--- src/rtl/mult_share_arbiter_pkg.sv ---
// Shared types and defaults for the two-client multiplier arbiter.
package mult_arb_pkg;

   localparam int unsigned DEF_WIDTH          = 5;
   localparam int unsigned DEF_TIMEOUT_CYCLES = 64;

   localparam logic OWNER0 = 1'b0;
   localparam logic OWNER1 = 1'b1;

   typedef enum logic [2:0] {
      IDLE      = 3'd0,
      ISSUE     = 3'd1,
      WAIT_BUSY = 3'd2,
      WAIT_DONE = 3'd3,
      RESP      = 3'd4
   } state_e;

endpackage

--- src/rtl/mult_share_arbiter_if.sv ---
// Client and multiplier-side signals of the arbiter; slave is the arbiter, master the environment.
interface mult_share_arbiter_if
   import mult_arb_pkg::*;
#(
   parameter int unsigned WIDTH = DEF_WIDTH
);
   logic                 req0, req1;
   logic [WIDTH-1:0]     x0, y0, x1, y1;
   logic                 gnt0, gnt1;
   logic [2*WIDTH-1:0]   res0, res1;
   logic                 res_valid0, res_valid1;
   logic                 res_ack0, res_ack1;
   logic                 err0, err1;
   logic                 mul_start;
   logic [WIDTH-1:0]     mul_x, mul_y;
   logic                 mul_done;
   logic [2*WIDTH-1:0]   mul_result;

   modport slave (
      input  req0, req1, x0, y0, x1, y1, res_ack0, res_ack1, mul_done, mul_result,
      output gnt0, gnt1, res0, res1, res_valid0, res_valid1, err0, err1,
             mul_start, mul_x, mul_y
   );

   modport master (
      output req0, req1, x0, y0, x1, y1, res_ack0, res_ack1, mul_done, mul_result,
      input  gnt0, gnt1, res0, res1, res_valid0, res_valid1, err0, err1,
             mul_start, mul_x, mul_y
   );
endinterface

--- src/rtl/mult_share_arbiter_timeout.sv ---
// Watchdog counter: synchronous clear, count enable, registered terminal-count flag.
module arb_timeout_counter
   import mult_arb_pkg::*;
#(
   parameter int unsigned LIMIT = DEF_TIMEOUT_CYCLES
) (
   input  logic clk,
   input  logic rst_n,
   input  logic clr_i,
   input  logic en_i,
   output logic tc_o
);
   localparam int unsigned     CW   = (LIMIT > 2) ? $clog2(LIMIT) : 1;
   localparam logic [CW-1:0]   TERM = CW'(LIMIT - 1);

   logic [CW-1:0] cnt_q, cnt_d;
   logic          tc_q;

   // Saturates at TERM so the flag stays up until the next clear.
   always_comb begin
      cnt_d = cnt_q;
      if (clr_i)
         cnt_d = '0;
      else if (en_i && (cnt_q != TERM))
         cnt_d = cnt_q + CW'(1);
   end

   always_ff @(posedge clk or negedge rst_n) begin
      if (!rst_n) begin
         cnt_q <= '0;
         tc_q  <= 1'b0;
      end else begin
         cnt_q <= cnt_d;
         tc_q  <= !clr_i && (cnt_d == TERM);
      end
   end

   assign tc_o = tc_q;
endmodule

--- src/rtl/mult_share_arbiter.sv ---
// Round-robin arbiter/sequencer for one shared Booth multiplier serving two clients.
// Optional watchdog enabled by defining MULT_ARB_TIMEOUT_EN.
module mult_share_arbiter
   import mult_arb_pkg::*;
#(
   parameter int unsigned WIDTH          = DEF_WIDTH,
   parameter int unsigned TIMEOUT_CYCLES = DEF_TIMEOUT_CYCLES
) (
   input logic                  clk,
   input logic                  rst_n,
   mult_share_arbiter_if.slave  arb_if
);
   localparam int unsigned PW = 2 * WIDTH;

   state_e           state_q, state_d;
   logic             owner_q, owner_d;
   logic             ptr_q, ptr_d;
   logic             tmo;
   logic             ack_own;
   logic             gnt0_q, gnt0_d, gnt1_q, gnt1_d, start_q, start_d;
   logic             rv0_q, rv0_d, rv1_q, rv1_d, err0_q, err0_d, err1_q, err1_d;
   logic [PW-1:0]    res0_q, res0_d, res1_q, res1_d;
   logic [WIDTH-1:0] mx_q, mx_d, my_q, my_d;

`ifdef MULT_ARB_TIMEOUT_EN
   arb_timeout_counter #(.LIMIT(TIMEOUT_CYCLES)) u_wdog (
      .clk   (clk),
      .rst_n (rst_n),
      .clr_i (state_q == ISSUE),
      .en_i  ((state_q == WAIT_BUSY) || (state_q == WAIT_DONE)),
      .tc_o  (tmo)
   );
`else
   assign tmo = 1'b0;
`endif

   assign ack_own = (owner_q == OWNER1) ? arb_if.res_ack1 : arb_if.res_ack0;

   always_ff @(posedge clk or negedge rst_n) begin
      if (!rst_n) begin
         state_q <= IDLE;
         owner_q <= OWNER0;
         ptr_q   <= OWNER1;
      end else begin
         state_q <= state_d;
         owner_q <= owner_d;
         ptr_q   <= ptr_d;
      end
   end

   // On a tie the requester not served last wins.
   always_comb begin
      state_d = state_q;
      owner_d = owner_q;
      ptr_d   = ptr_q;
      unique case (state_q)
         IDLE: begin
            if (arb_if.req0 || arb_if.req1) begin
               state_d = ISSUE;
               if (arb_if.req0 && arb_if.req1) owner_d = ~ptr_q;
               else                            owner_d = arb_if.req1 ? OWNER1 : OWNER0;
            end
         end
         ISSUE:     state_d = WAIT_BUSY;
         WAIT_BUSY: begin
            if (!arb_if.mul_done) state_d = WAIT_DONE;
            else if (tmo)         state_d = RESP;
         end
         WAIT_DONE: begin
            if (arb_if.mul_done || tmo) state_d = RESP;
         end
         RESP: begin
            if (ack_own) begin
               ptr_d   = owner_q;
               state_d = IDLE;
            end
         end
         default:   state_d = IDLE;
      endcase
   end

   // Output next-values; pulses and valids follow the next state, data holds unless captured.
   always_comb begin
      mx_d    = mx_q;
      my_d    = my_q;
      res0_d  = res0_q;
      res1_d  = res1_q;
      err0_d  = err0_q;
      err1_d  = err1_q;
      gnt0_d  = (state_d == ISSUE) && (owner_d == OWNER0);
      gnt1_d  = (state_d == ISSUE) && (owner_d == OWNER1);
      start_d = (state_d == ISSUE);
      rv0_d   = (state_d == RESP) && (owner_d == OWNER0);
      rv1_d   = (state_d == RESP) && (owner_d == OWNER1);
      if ((state_q == IDLE) && (state_d == ISSUE)) begin
         mx_d = (owner_d == OWNER1) ? arb_if.x1 : arb_if.x0;
         my_d = (owner_d == OWNER1) ? arb_if.y1 : arb_if.y0;
      end
      if (((state_q == WAIT_BUSY) || (state_q == WAIT_DONE)) && (state_d == RESP)) begin
         if ((state_q == WAIT_DONE) && arb_if.mul_done) begin
            if (owner_q == OWNER1) begin res1_d = arb_if.mul_result; err1_d = 1'b0; end
            else                   begin res0_d = arb_if.mul_result; err0_d = 1'b0; end
         end else begin
            if (owner_q == OWNER1) begin res1_d = '0; err1_d = 1'b1; end
            else                   begin res0_d = '0; err0_d = 1'b1; end
         end
      end
      if ((state_q == RESP) && (state_d == IDLE)) begin
         if (owner_q == OWNER1) err1_d = 1'b0;
         else                   err0_d = 1'b0;
      end
   end

   always_ff @(posedge clk or negedge rst_n) begin
      if (!rst_n) begin
         gnt0_q <= 1'b0; gnt1_q <= 1'b0; start_q <= 1'b0;
         rv0_q  <= 1'b0; rv1_q  <= 1'b0; err0_q  <= 1'b0; err1_q <= 1'b0;
         res0_q <= '0;   res1_q <= '0;   mx_q    <= '0;   my_q   <= '0;
      end else begin
         gnt0_q <= gnt0_d; gnt1_q <= gnt1_d; start_q <= start_d;
         rv0_q  <= rv0_d;  rv1_q  <= rv1_d;  err0_q  <= err0_d;  err1_q <= err1_d;
         res0_q <= res0_d; res1_q <= res1_d; mx_q    <= mx_d;    my_q   <= my_d;
      end
   end

   assign arb_if.gnt0       = gnt0_q;
   assign arb_if.gnt1       = gnt1_q;
   assign arb_if.mul_start  = start_q;
   assign arb_if.mul_x      = mx_q;
   assign arb_if.mul_y      = my_q;
   assign arb_if.res0       = res0_q;
   assign arb_if.res1       = res1_q;
   assign arb_if.res_valid0 = rv0_q;
   assign arb_if.res_valid1 = rv1_q;
   assign arb_if.err0       = err0_q;
   assign arb_if.err1       = err1_q;
endmodule

--- src/flat_wrapper.sv ---
// flat-port wrapper written by rule: the top's interface ports become plain ports
module mult_share_arbiter_flat import mult_arb_pkg::*;
#(
   parameter int unsigned WIDTH          = DEF_WIDTH,
   parameter int unsigned TIMEOUT_CYCLES = DEF_TIMEOUT_CYCLES
)
  (clk, rst_n, arb_if_req0, arb_if_req1, arb_if_x0, arb_if_y0, arb_if_x1, arb_if_y1, arb_if_res_ack0, arb_if_res_ack1, arb_if_mul_done, arb_if_mul_result, arb_if_gnt0, arb_if_gnt1, arb_if_res0, arb_if_res1, arb_if_res_valid0, arb_if_res_valid1, arb_if_err0, arb_if_err1, arb_if_mul_start, arb_if_mul_x, arb_if_mul_y);
  mult_share_arbiter_if #(.WIDTH(WIDTH)) arb_if_i ();
  input logic clk;
  input logic rst_n;
  input wire logic [$bits(arb_if_i.req0)-1:0] arb_if_req0;
  input wire logic [$bits(arb_if_i.req1)-1:0] arb_if_req1;
  input wire logic [$bits(arb_if_i.x0)-1:0] arb_if_x0;
  input wire logic [$bits(arb_if_i.y0)-1:0] arb_if_y0;
  input wire logic [$bits(arb_if_i.x1)-1:0] arb_if_x1;
  input wire logic [$bits(arb_if_i.y1)-1:0] arb_if_y1;
  input wire logic [$bits(arb_if_i.res_ack0)-1:0] arb_if_res_ack0;
  input wire logic [$bits(arb_if_i.res_ack1)-1:0] arb_if_res_ack1;
  input wire logic [$bits(arb_if_i.mul_done)-1:0] arb_if_mul_done;
  input wire logic [$bits(arb_if_i.mul_result)-1:0] arb_if_mul_result;
  output wire logic [$bits(arb_if_i.gnt0)-1:0] arb_if_gnt0;
  output wire logic [$bits(arb_if_i.gnt1)-1:0] arb_if_gnt1;
  output wire logic [$bits(arb_if_i.res0)-1:0] arb_if_res0;
  output wire logic [$bits(arb_if_i.res1)-1:0] arb_if_res1;
  output wire logic [$bits(arb_if_i.res_valid0)-1:0] arb_if_res_valid0;
  output wire logic [$bits(arb_if_i.res_valid1)-1:0] arb_if_res_valid1;
  output wire logic [$bits(arb_if_i.err0)-1:0] arb_if_err0;
  output wire logic [$bits(arb_if_i.err1)-1:0] arb_if_err1;
  output wire logic [$bits(arb_if_i.mul_start)-1:0] arb_if_mul_start;
  output wire logic [$bits(arb_if_i.mul_x)-1:0] arb_if_mul_x;
  output wire logic [$bits(arb_if_i.mul_y)-1:0] arb_if_mul_y;
  assign arb_if_i.req0 = arb_if_req0;
  assign arb_if_i.req1 = arb_if_req1;
  assign arb_if_i.x0 = arb_if_x0;
  assign arb_if_i.y0 = arb_if_y0;
  assign arb_if_i.x1 = arb_if_x1;
  assign arb_if_i.y1 = arb_if_y1;
  assign arb_if_i.res_ack0 = arb_if_res_ack0;
  assign arb_if_i.res_ack1 = arb_if_res_ack1;
  assign arb_if_i.mul_done = arb_if_mul_done;
  assign arb_if_i.mul_result = arb_if_mul_result;
  assign arb_if_gnt0 = arb_if_i.gnt0;
  assign arb_if_gnt1 = arb_if_i.gnt1;
  assign arb_if_res0 = arb_if_i.res0;
  assign arb_if_res1 = arb_if_i.res1;
  assign arb_if_res_valid0 = arb_if_i.res_valid0;
  assign arb_if_res_valid1 = arb_if_i.res_valid1;
  assign arb_if_err0 = arb_if_i.err0;
  assign arb_if_err1 = arb_if_i.err1;
  assign arb_if_mul_start = arb_if_i.mul_start;
  assign arb_if_mul_x = arb_if_i.mul_x;
  assign arb_if_mul_y = arb_if_i.mul_y;
  mult_share_arbiter #(.WIDTH(WIDTH), .TIMEOUT_CYCLES(TIMEOUT_CYCLES)) u_core (.clk(clk), .rst_n(rst_n), .arb_if(arb_if_i));
endmodule
--- config.mk ---
export PLATFORM = sky130hd
export DESIGN_NAME = mult_share_arbiter_flat
export DESIGN_NICKNAME = d
export VERILOG_FILES = /design/src/rtl/mult_share_arbiter_pkg.sv /design/src/rtl/mult_share_arbiter_if.sv /design/src/rtl/mult_share_arbiter_timeout.sv /design/src/rtl/mult_share_arbiter.sv /design/src/flat_wrapper.sv
export SDC_FILE = /design/constraint.sdc
export NUM_CORES = 1
export LEC_CHECK = 0
export CELL_PAD_IN_SITES_DETAIL_PLACEMENT = 1
export CELL_PAD_IN_SITES_GLOBAL_PLACEMENT = 2
export CORE_ASPECT_RATIO = 2
export CORE_MARGIN = 3
export CORE_UTILIZATION = 29
export DETAILED_ROUTE_END_ITERATION = 10
export PLACE_DENSITY = 0.89
export SETUP_SLACK_MARGIN = 0.2
export SLEW_MARGIN = 20
export SYNTH_ARGS = -nofsm -noshare
export SYNTH_HDL_FRONTEND = slang
export SYNTH_SLANG_ARGS = --single-unit
--- constraint.sdc ---
create_clock -name clk -period 2.7 [get_ports clk]
set_input_delay 0.27 -clock clk [delete_from_list [all_inputs] [get_ports clk]]
set_output_delay 0.27 -clock clk [all_outputs]
set_load 0.02 [all_outputs]
==> impl_metrics.toml <==
[sta]
worst_pin_slew_ps = 907
layout_worst_path_cycle_share = 0.666
final-setup-viol-count = 0
final_critical_period_ps = 1800
fin_setup_tns_ps = 0
slew_violations = 0
max_clock_freq_ghz = 0.556
clock-skew-final_ps = 5.74
finalHoldViolCount = 0
maxSlewHeadroom = 0.395
rsz0062_at_grt = "no"
final.hold.worst_slack_ps = 121

[setup_path]
timing.critical_path.required_ps = 2850
reg2reg_to = "u_core.arb_if.res0[2]"
worstSetupPathType = "in -> reg"
cpPeakStageDelay_ps = 520
ff2ff_path_depth = 3
crit_path_max_fanout = 10
cells_traversed_along_the_worst_timing_path = "clkdlybuf4s50_1, and4b_1, nor2b_4, mux2_4"
timing.critical_path.from = "arb_if_mul_done"
cp_slowest_cell = "clkdlybuf4s50_1"
worst_setup_path_start_kind = "input port"
worstPathArrival_ps = 1950
worstReg2RegStart = "u_core.state_q[2]"
reg2reg_setup_slack_ps = 920
worstSetupEndpointType = "flop"

[global_routing]
antenna_violations_before_repair = 0
gr-usage-all-layers = 0.131
largest_net_degree_at_the_start_of_global_routing = 43
gr-total-overflow = 0
grt_pass1_vias = 1555
grt_pass1_wl_um = 7690

[final_layout]
flow.area_growth_from_synthesis_pct = 53.1
post_route_cells_drive_above_1_share = 0.124
layout_common_cells = "clkdlybuf4s50_1, dfrtp_1, a21oi_1, a31oi_1"
fillers = 656
instances_no_fill = 302
antenna_cells = 0
layout_commonest_cell = "clkdlybuf4s50_1"
layout.nets = 254

[run]
max_cap_violations = 0

[power]
cellPowerDensity_nw_per_um2 = 1190
total_leakage_power_nw = 1.17
vdd.ir_drop.worst_mv = 0.416

[clock_tree]
clock_insertion_delay_worst_skew_ps = 270
cts_hold_repair.buffers = 0
post-cts-setup-buffers = 0
cts_buffers = 5
tritoncts = "done"
cts_buffer_depth = 2
clk_pin_slew_worst_paths_ps = 60
cts_resized = 0
clock_sinks = 42
cts_root_buf = "clkbuf_16"
cts_max_level = 2

[synth]
ys_warn_count = 0
yosysSeqAreaShare = 0.569
postSynthAreaPerCell_sq_um = 12.7
yosysUniqueCellTypes = 37
synth_async_sr_flop_share = 1.00
syn_area_sq_um = 1850
synthCells = 146
synth_enable_flop_cells = 0
synth_ff_type = "dfrtp_1"
syn_nets = 183
post_synthesis_register_bit_count = 42

[run_status]
run_status = "finished clean"

[route]
routed.top_layer = "met4"
detailroute.via_count = 1434
m1WireLength_um = 1770
met2_wirelength_um = 2670
wl_um = 4690
amount_of_wire_on_met3_after_detailed_routing_um = 173
total_drc_errors_in_the_routed_layout = 0
length_of_the_first_detailed_routing_pass_in_iterations = 4
wl_per_cell_um = 15.5
detailedRoute.firstIterationViolations = 19
ant_nets = 0
post_drt_via_cell_ratio = 4.75

[placement]
port_buffers = 73
number_of_cells_after_detailed_placement = 294
place.detailed.hpwl_um = 3570
place_congestion = 0.743

[floorplan]
core_region_area_sq_um = 6110
floorplan.die.height_um = 119
io_pins = 74
initial_utilization = 0.303
die_boundary_width_um = 62.5
design.die.area_sq_um = 7430
rows = 40

[hold_path]
worst_hold_path_type = "in -> async"
registers in the layout, summed over array words and instances (netlist names), named ones only:
register                  count
u_core.arb_if.gnt0            1
u_core.arb_if.gnt1            1
u_core.arb_if.mul_start       1
u_core.arb_if.mul_x           5
u_core.arb_if.mul_y           5
u_core.arb_if.res0           10
u_core.arb_if.res1           10
u_core.arb_if.res_valid0      1
u_core.arb_if.res_valid1      1
u_core.owner_q                1
u_core.ptr_q                  1
u_core.state_q                3
per-layer routing:
metal  track usage  up-vias
li1              -      682
met3        0.0236        4
met2         0.248       55
met5             0        -
met1         0.134      693
met4        0.0595        0
where the power goes:
group / internal [mW] / switching (mW) / total (mW)
Clock: 0.554 / 0.224 / 0.779
Sequential: 0.911 / 0.195 / 1.11
Combinational: 0.763 / 0.726 / 1.49
area by class of cell:
| cell class | instances | area, sq um | share of cell area |
|---|---|---|---|
| flip-flops and latches | 42 | 1050 | 0.371 |
| repair buffers | 75 | 741 | 0.261 |
| multi-input cells | 89 | 722 | 0.255 |
| clock buffers | 6 | 139 | 0.0490 |
| well taps | 84 | 105 | 0.0371 |
| clock inverters | 2 | 60.1 | 0.0212 |
| inverters | 4 | 15.0 | 0.00530 |
worst max-delay path: cells and delay by family:
family	cells	cell delay, ps
muxes	1	340
and+or+nand+nor	2	820
buffers and inverters	1	520
how the worst max path moves through the flow:
| stage | to | slack (ps) | cells past startpoint |
|---|---|---|---|
| 2_1_floorplan | u_core.arb_if.res0[0] | 1230 | 5 |
| 3_3_place_gp | u_core.arb_if.res0[5] | 600 | 4 |
| 3_5_place_dp | u_core.arb_if.res0[1] | 580 | 4 |
| 4_1_cts | u_core.arb_if.res0[2] | 880 | 4 |
| 5_1_grt | u_core.arb_if.res0[8] | 820 | 3 |
| 6_report | u_core.arb_if.res0[2] | 900 | 4 |
logic make-up (layout without fill, tap and decap cells):
family | after synthesis | count (layout) | share of synthesized area
AOI/OAI and AO/OA | 42 | 42 | 0.145
buffers and inverters | 15 | 87 | 0.0412
muxes | 21 | 21 | 0.147
and+or+nand+nor | 26 | 26 | 0.0980
DFF | 42 | 42 | 0.569
through the flow:
stage	instance area [sq um]	total power [mW]	util	worst slack, ps
after floorplan	1850	1.93	-	1230
after global placement	2640	2.58	0.432	597
after detailed placement	2640	2.62	0.432	582
after CTS	2830	3.42	0.464	875
after global routing	2830	3.56	0.464	820
final	2830	3.37	0.464	901
cell usage after synthesis, types with 2 or more instances:
cell type / instances / share of area
nand4_1: 10 / 0.034
buf_2: 4 / 0.011
dfrtp_1: 41 / 0.55
nand2_1: 2 / 0.0041
a31oi_1: 11 / 0.037
nand2b_1: 2 / 0.0068
mux2_4: 10 / 0.081
inv_1: 2 / 0.0041
clkbuf_1: 4 / 0.0081
o31ai_1: 10 / 0.041
a21o_1: 3 / 0.012
mux2_1: 10 / 0.061
a21oi_1: 13 / 0.035
(Power assumes the default switching activity.)
